<file path="config.mk">
export PLATFORM = sky130hd
export DESIGN_NAME = player_input_arbiter_flat
export DESIGN_NICKNAME = d
export VERILOG_FILES = /design/src/rtl/player_input_arbiter_pkg.sv /design/src/rtl/player_input_arbiter_if.sv /design/src/rtl/player_input_arbiter_key_match.sv /design/src/rtl/player_input_arbiter.sv /design/src/flat_wrapper.sv
export SDC_FILE = /design/constraint.sdc
export NUM_CORES = 1
export LEC_CHECK = 0
export ABC_AREA = 0
export BUFFER_PORTS_ARGS = -buffer_cell sky130_fd_sc_hd__buf_2
export CAP_MARGIN = 20
export CORE_MARGIN = 2
export CORE_UTILIZATION = 52
export DETAILED_ROUTE_END_ITERATION = 8
export PLACE_DENSITY = 0.78
export SLEW_MARGIN = 10
export SYNTH_ARGS = -nofsm -noshare
export SYNTH_HDL_FRONTEND = slang
export SYNTH_HIERARCHICAL = 1
export SYNTH_SLANG_ARGS = --single-unit
</file>
<file path="constraint.sdc">
create_clock -name frame_clk -period 1.71 [get_ports frame_clk]
set_input_delay 0.0855 -clock frame_clk [delete_from_list [all_inputs] [get_ports frame_clk]]
set_output_delay 0.0855 -clock frame_clk [all_outputs]
set_load 0.005 [all_outputs]
</file>
<file path="src/rtl/player_input_arbiter_pkg.sv">
// Shared definitions for the player input arbiter.
// Holds the USB usage codes for the arrow keys.
// Also holds the jump FSM state type and the horizontal-selection state type.
package player_input_pkg;

    localparam logic [7:0] KEY_LEFT  = 8'h50;
    localparam logic [7:0] KEY_RIGHT = 8'h4F;
    localparam logic [7:0] KEY_DOWN  = 8'h51;
    localparam logic [7:0] KEY_UP    = 8'h52;

    typedef enum logic [1:0] {
        GROUND = 2'd0,
        RISE   = 2'd1,
        FALL   = 2'd2
    } jump_state_t;

    typedef enum logic [1:0] {
        H_NONE  = 2'd0,
        H_LEFT  = 2'd1,
        H_RIGHT = 2'd2
    } horiz_sel_t;

endpackage

</file>
<file path="src/rtl/player_input_arbiter_if.sv">
// Player keycode interface.
// Carries the raw USB report and the on_ground flag into the arbiter.
// Carries the reduced movement keycode and its status flags out of the arbiter.
//   master : arbiter side (drives keycode_out, jumping, facing_left, held_mask)
//   slave  : report source / motion block side
interface player_input_arbiter_if #(
    parameter int NUM_SLOTS = 6
);
    logic [8*NUM_SLOTS-1:0] keycodes_in;
    logic                   on_ground;
    logic [7:0]             keycode_out;
    logic                   jumping;
    logic                   facing_left;
    logic [3:0]             held_mask;

    modport master (
        input  keycodes_in, on_ground,
        output keycode_out, jumping, facing_left, held_mask
    );

    modport slave (
        output keycodes_in, on_ground,
        input  keycode_out, jumping, facing_left, held_mask
    );
endinterface

</file>
<file path="src/rtl/player_input_arbiter_key_match.sv">
// key_slot_match: reports whether any slot of a keyboard report holds a given usage code.
//   keycodes_i : NUM_SLOTS x 8-bit report, slot 0 in bits [7:0]
//   code_i     : usage code to look for (8'h00 never matches, it marks an empty slot)
//   hit_o      : 1 when at least one slot equals code_i
module key_slot_match #(
    parameter int NUM_SLOTS = 6
) (
    input  logic [8*NUM_SLOTS-1:0] keycodes_i,
    input  logic [7:0]             code_i,
    output logic                   hit_o
);

    // OR-reduce the per-slot compares
    always_comb begin
        hit_o = 1'b0;
        for (int i = 0; i < NUM_SLOTS; i++) begin
            hit_o = hit_o | ((code_i != 8'h00) && (keycodes_i[8*i +: 8] == code_i));
        end
    end

endmodule

</file>
<file path="src/rtl/player_input_arbiter.sv">
// player_input_arbiter: reduces a multi-slot USB keyboard report to one movement keycode per frame.
// It adds variable-height jump sequencing.
// It resolves left/right so that the last-pressed key wins.
// It keeps a facing flag for the sprite renderer.
//   frame_clk : frame clock, rising edge
//   Reset     : asynchronous, active-high
//   bus       : player keycode interface (master side)
module player_input_arbiter
    import player_input_pkg::*;
#(
    parameter int NUM_SLOTS       = 6,
    parameter int JUMP_FRAMES     = 24,
    parameter int MIN_JUMP_FRAMES = 6
) (
    input  logic                   frame_clk,
    input  logic                   Reset,
    player_input_arbiter_if.master bus
);

    localparam int CNT_W = $clog2(JUMP_FRAMES) + 1;
    localparam logic [CNT_W-1:0] CNT_LAST = CNT_W'(JUMP_FRAMES - 1);
    localparam logic [CNT_W-1:0] CNT_MIN  = CNT_W'(MIN_JUMP_FRAMES - 1);

    logic hit_u_s, hit_d_s, hit_r_s, hit_l_s;
    logic [3:0] hold_s;      // {U,D,R,L}
    logic [3:0] rise_s;

    logic [3:0]       hold_q;
    jump_state_t      state_q, state_d;
    logic [CNT_W-1:0] cnt_q, cnt_d;
    horiz_sel_t       sel_q, sel_d;
    logic             facing_q, facing_d;
    logic [7:0]       keycode_q, keycode_d;
    logic             jumping_q;

    key_slot_match #(.NUM_SLOTS(NUM_SLOTS)) u_match_up (
        .keycodes_i(bus.keycodes_in), .code_i(KEY_UP),    .hit_o(hit_u_s));
    key_slot_match #(.NUM_SLOTS(NUM_SLOTS)) u_match_down (
        .keycodes_i(bus.keycodes_in), .code_i(KEY_DOWN),  .hit_o(hit_d_s));
    key_slot_match #(.NUM_SLOTS(NUM_SLOTS)) u_match_right (
        .keycodes_i(bus.keycodes_in), .code_i(KEY_RIGHT), .hit_o(hit_r_s));
    key_slot_match #(.NUM_SLOTS(NUM_SLOTS)) u_match_left (
        .keycodes_i(bus.keycodes_in), .code_i(KEY_LEFT),  .hit_o(hit_l_s));

    assign hold_s = {hit_u_s, hit_d_s, hit_r_s, hit_l_s};
    assign rise_s = hold_s & ~hold_q;

    // Horizontal selection: the newest press wins, and a release falls back to the other held key
    always_comb begin
        sel_d = sel_q;
        if (rise_s[0] && !rise_s[1]) begin
            sel_d = H_LEFT;
        end else if (rise_s[1] && !rise_s[0]) begin
            sel_d = H_RIGHT;
        end else if (rise_s[0] && rise_s[1]) begin
            // Simultaneous press: keep the current side, or follow the sprite's facing
            if (sel_q == H_NONE) begin
                sel_d = facing_q ? H_LEFT : H_RIGHT;
            end else begin
                sel_d = sel_q;
            end
        end else if (sel_q == H_LEFT && !hold_s[0]) begin
            sel_d = hold_s[1] ? H_RIGHT : H_NONE;
        end else if (sel_q == H_RIGHT && !hold_s[1]) begin
            sel_d = hold_s[0] ? H_LEFT : H_NONE;
        end else begin
            sel_d = sel_q;
        end
    end

    // Facing follows the selected side and keeps its value while nothing is selected
    always_comb begin
        facing_d = facing_q;
        case (sel_d)
            H_LEFT:  facing_d = 1'b1;
            H_RIGHT: facing_d = 1'b0;
            default: facing_d = facing_q;
        endcase
    end

    // Jump FSM next state and frame counter; the counter only advances below CNT_LAST, so it never wraps
    always_comb begin
        state_d = state_q;
        cnt_d   = cnt_q;
        case (state_q)
            GROUND: begin
                if (rise_s[3] && bus.on_ground) begin
                    state_d = RISE;
                    cnt_d   = '0;
                end else begin
                    state_d = GROUND;
                end
            end
            RISE: begin
                if ((cnt_q == CNT_LAST) || (!hold_s[3] && (cnt_q >= CNT_MIN))) begin
                    state_d = FALL;
                end else begin
                    cnt_d = cnt_q + CNT_W'(1);
                end
            end
            FALL: begin
                if (bus.on_ground) begin
                    state_d = GROUND;
                end else begin
                    state_d = FALL;
                end
            end
            default: begin
                state_d = GROUND;
                cnt_d   = '0;
            end
        endcase
    end

    // Output keycode priority: jump, then horizontal, then crouch (ground only)
    always_comb begin
        keycode_d = 8'h00;
        if (state_d == RISE) begin
            keycode_d = KEY_UP;
        end else if (sel_d == H_LEFT) begin
            keycode_d = KEY_LEFT;
        end else if (sel_d == H_RIGHT) begin
            keycode_d = KEY_RIGHT;
        end else if (hold_s[2] && state_d == GROUND) begin
            keycode_d = KEY_DOWN;
        end else begin
            keycode_d = 8'h00;
        end
    end

    // Frame state and registered outputs
    always_ff @(posedge frame_clk or posedge Reset) begin
        if (Reset) begin
            hold_q    <= 4'b0000;
            state_q   <= GROUND;
            cnt_q     <= '0;
            sel_q     <= H_NONE;
            facing_q  <= 1'b0;
            keycode_q <= 8'h00;
            jumping_q <= 1'b0;
        end else begin
            hold_q    <= hold_s;
            state_q   <= state_d;
            cnt_q     <= cnt_d;
            sel_q     <= sel_d;
            facing_q  <= facing_d;
            keycode_q <= keycode_d;
            jumping_q <= (state_d != GROUND);
        end
    end

    assign bus.keycode_out = keycode_q;
    assign bus.jumping     = jumping_q;
    assign bus.facing_left = facing_q;
    assign bus.held_mask   = hold_q;

endmodule

</file>
<file path="src/flat_wrapper.sv">
// flat-port wrapper written by rule: the top's interface ports become plain ports
module player_input_arbiter_flat import player_input_pkg::*;
#(
    parameter int NUM_SLOTS       = 6,
    parameter int JUMP_FRAMES     = 24,
    parameter int MIN_JUMP_FRAMES = 6
)
  (frame_clk, Reset, bus_keycodes_in, bus_on_ground, bus_keycode_out, bus_jumping, bus_facing_left, bus_held_mask);
  player_input_arbiter_if #(.NUM_SLOTS(NUM_SLOTS)) bus_i ();
  input  logic frame_clk;
  input  logic Reset;
  input wire logic [$bits(bus_i.keycodes_in)-1:0] bus_keycodes_in;
  input wire logic [$bits(bus_i.on_ground)-1:0] bus_on_ground;
  output wire logic [$bits(bus_i.keycode_out)-1:0] bus_keycode_out;
  output wire logic [$bits(bus_i.jumping)-1:0] bus_jumping;
  output wire logic [$bits(bus_i.facing_left)-1:0] bus_facing_left;
  output wire logic [$bits(bus_i.held_mask)-1:0] bus_held_mask;
  assign bus_i.keycodes_in = bus_keycodes_in;
  assign bus_i.on_ground = bus_on_ground;
  assign bus_keycode_out = bus_i.keycode_out;
  assign bus_jumping = bus_i.jumping;
  assign bus_facing_left = bus_i.facing_left;
  assign bus_held_mask = bus_i.held_mask;
  player_input_arbiter #(.NUM_SLOTS(NUM_SLOTS), .JUMP_FRAMES(JUMP_FRAMES), .MIN_JUMP_FRAMES(MIN_JUMP_FRAMES)) u_core (.frame_clk(frame_clk), .Reset(Reset), .bus(bus_i));
endmodule
</file>
==> flow_metrics.py <==
metrics = {
    "power": {
        "power.leakage_nw": 2.17,
        "p_per_area_nw_per_um2": 480,
        "ir_drop_mv": 0.300,
    },
    "global_route": {
        "grt_max_degree": 22,
        "grt_pass1_wl_um": 18800,
        "grt_overflow_total": 0,
        "grt_use_total_pct": 31.4,
        "grt_pass1_vias": 3811,
        "grt_antenna_before_repair": 0,
    },
    "floorplan": {
        "start_util_pct": 53.6,
        "die_w_um": 87.7,
        "core_area_um2": 6790,
        "rows": 30,
        "fp.dieH_um": 87.7,
        "dieArea_um2": 7690,
        "io_pins": 65,
    },
    "synthesis": {
        "yosys_warnings": 6,
        "synth_seq_cells": 21,
        "async_flop_share_pct": 100,
        "synth.top_cells.by_area": "xnor2_1, dfrtp_1, xor2_1",
        "syn_avg_cell_area_um2": 8.58,
        "ys_seq_area_share_pct": 14.4,
        "synth_area_um2": 3640,
        "synth-edff-count": 0,
        "synth_cells": 424,
        "yosysMostFrequentCell": "xnor2_1",
        "ys.flop_type": "dfrtp_1",
        "synth_cell_types": 45,
        "synth.top_cell.area_share_pct": 38.5,
        "synthTopCellsByCount": "xnor2_1, nand4_1, xor2_1",
        "synth_largest_area_cell": "xnor2_1",
    },
    "critical_path": {
        "path_delay_family": "simple AND/OR/NAND/NOR gates",
        "cp_cell_sequence": "buf_6 -> buf_6 -> xnor2_1 -> nand4_1 -> nor2_1 -> nor4_2 -> buf_4 -> a22oi_2 -> and4bb_1 -> and2_0 -> or4_1",
        "path_common_cell": "buf_6",
        "startpoint_type": "input pin",
        "crit_arrival_ps": 2270,
        "slowest_delay_ps": 540,
        "crit_path_end_kind": "flip-flop",
        "critPathBufInv": 3,
        "cp.required_ps": 1850,
        "path_max_fanout": 6,
        "slowest_stage": "or4_1",
        "worstSetupPathType": "input pin to flip-flop",
    },
    "placement": {
        "dp_hpwl_um": 8550,
        "dpl_cell_area_um2": 4470,
        "routabilityCongestion": 0.996,
        "io_buffer_count": 62,
        "dp_cells": 648,
        "place_ws_ps": -873,
    },
    "detailed_routing": {
        "drcViolationCount": 0,
        "first_pass_iters": 5,
        "dr_total_vias": 3823,
        "wl_per_cell_um": 19.5,
        "ant_nets": 0,
        "wirelength_um": 12900,
        "drt_iter0_markers": 223,
        "viasPerCell": 5.75,
    },
    "flow_run": {
        "cap_viol_max_count": 0,
    },
    "clocking": {
        "cts_root_buf": "clkbuf_8",
        "clkLatencyLatePin_ps": 260,
        "clock-sinks": 21,
        "cts_buffer_depth": 2,
        "cts_tree": "yes",
        "htree_num_levels": 1,
        "path_clk_slew_ps": 80,
        "cts_made_buffers": 3,
    },
    "layout": {
        "layout-drive-gt1-share_pct": 44.8,
        "fin_area_um2": 5440,
        "instances_no_fill": 665,
        "n_fill_cell": 411,
        "n_antenna_cell": 0,
        "area_growth_pct": 49.4,
        "final_nets": 626,
        "multi_input_area_um2": 3610,
        "seqCellArea_um2": 527,
    },
    "sta": {
        "maxSlewHeadroom_pct": 66.1,
        "period_minus_slack_ps": 2130,
        "fin_tns_setup_ps": -4020,
        "tightestPinTransition_ps": 506,
        "rsz0062_at_grt": "true",
        "finalWorstSetupSlack_ps": -421,
        "hold_viol": 0,
        "fmaxAchievable_mhz": 469,
        "hold_ws_ps": 209,
        "slew_viol_final": 0,
        "finalSetupViolCount": 14,
        "period_share_pct": 125,
        "clock-skew-final_ps": 4.84,
    },
    "min_path": {
        "hold_class": "input pin to flip-flop",
    },
    "outcome": {
        "violations": "setup timing",
        "outcome": "finished, violations left",
    },
}
logic make-up (layout without fill, tap and decap cells):
logic type	after synthesis	count (layout)	synth area share [%]
XOR/XNOR	192	192	46.2
AND/OR/NAND/NOR	115	115	19.1
buffers and inverters	47	159	9.45
AO/OA/AOI/OAI	37	38	7.46
flip-flops	21	21	14.4
adder cells (fa/ha/maj)	5	5	1.72
multiplexers	5	5	1.38
other	2	34	0.206
worst reg2reg max path: stages, from the launching register on:
cell and delay, ps:
dfrtp_1 390, buf_6 120, ha_4 140, nand2_4 60, o41ai_4 540, a21oi_2 150
buf_4 170, or3_4 320
repair_timing:
action                                 4_1_cts  5_1_grt
setup buffers                                6        7
gates cloned                                 1        0
pin swaps                                   33       30
hold buffers                                 1        0
endpoints found under the hold margin       21        0
setup endpoints to repair                   14       16
gates resized for setup                     67       90
cells in the final DEF, fill, tap and decap left out, drive strengths merged, types with 4 or more instances in the layout:
cell type	count
nand2	8
clkbuf	4
a21oi	10
mux2i	5
inv	9
dfrtp	21
buf	144
o21ai	7
xnor2	160
conb	34
a22oi	5
ha	5
nand4	42
nor4	21
nor2	25
nand2b	6
xor2	32
report_power, final:
part | switching, mW | internal [mW] | total, mW
logic | 0.814 | 0.817 | 1.63
registers | 0.0898 | 0.566 | 0.655
clock network | 0.161 | 0.162 | 0.323
area by class of cell:
type | count | share of cell area (%)
clock buffer | 3 | 0.759
clock inverter | 1 | 0.0921
inverter | 9 | 0.713
multi-input combinational | 389 | 66.4
sequential | 21 | 9.69
tap | 96 | 2.21
timing repair buffer | 146 | 20.1
per-stage QoR:
| step | power, mW | util (%) |
|---|---|---|
| 3_3_place_gp | 1.78 | 65.8 |
| 4_1_cts | 2.28 | 72.4 |
| 5_1_grt | 2.75 | 80.0 |
| 6_report | 2.61 | 80.0 |
| 3_5_place_dp | 1.84 | 65.8 |
| 2_1_floorplan | 1.47 | - |
worst paths after layout:
| path | endpoint | slack (ps) | startpoint | cells after the start |
|---|---|---|---|---|
| max | u_core/bus.keycode_out[4] | -420 | bus_keycodes_in[25] | 11 |
| min in group asynchronous | u_core/bus.facing_left | 390 | Reset | 4 |
| min reg2reg | u_core/bus.facing_left | 620 | u_core/bus.facing_left | 2 |
| max in group asynchronous | u_core/cnt_q[0] | 1080 | Reset | 4 |
| max reg2reg | u_core/bus.keycode_out[1] | -290 | u_core/cnt_q[1] | 7 |
| min | u_core/state_q[1] | 210 | bus_on_ground | 3 |
sequential cells by signal (all words and copies together), names as in the netlist:
register and cells:
u_core/state_q 2, u_core/bus.keycode_out 5, u_core/bus.held_mask 4, u_core/cnt_q 6, u_core/sel_q 2, u_core/bus.jumping 1
u_core/bus.facing_left 1
per-layer routing:
layer / global-route usage, % / up-vias / wire length (um)
met5: 0 / - / 0
met1: 34.6 / 1832 / 4660
met3: 1.70 / 59 / 773
met2: 58.9 / 229 / 6860
met4: 18.6 / 0 / 641
li1: - / 1703 / -
(Power assumes the default switching activity.)
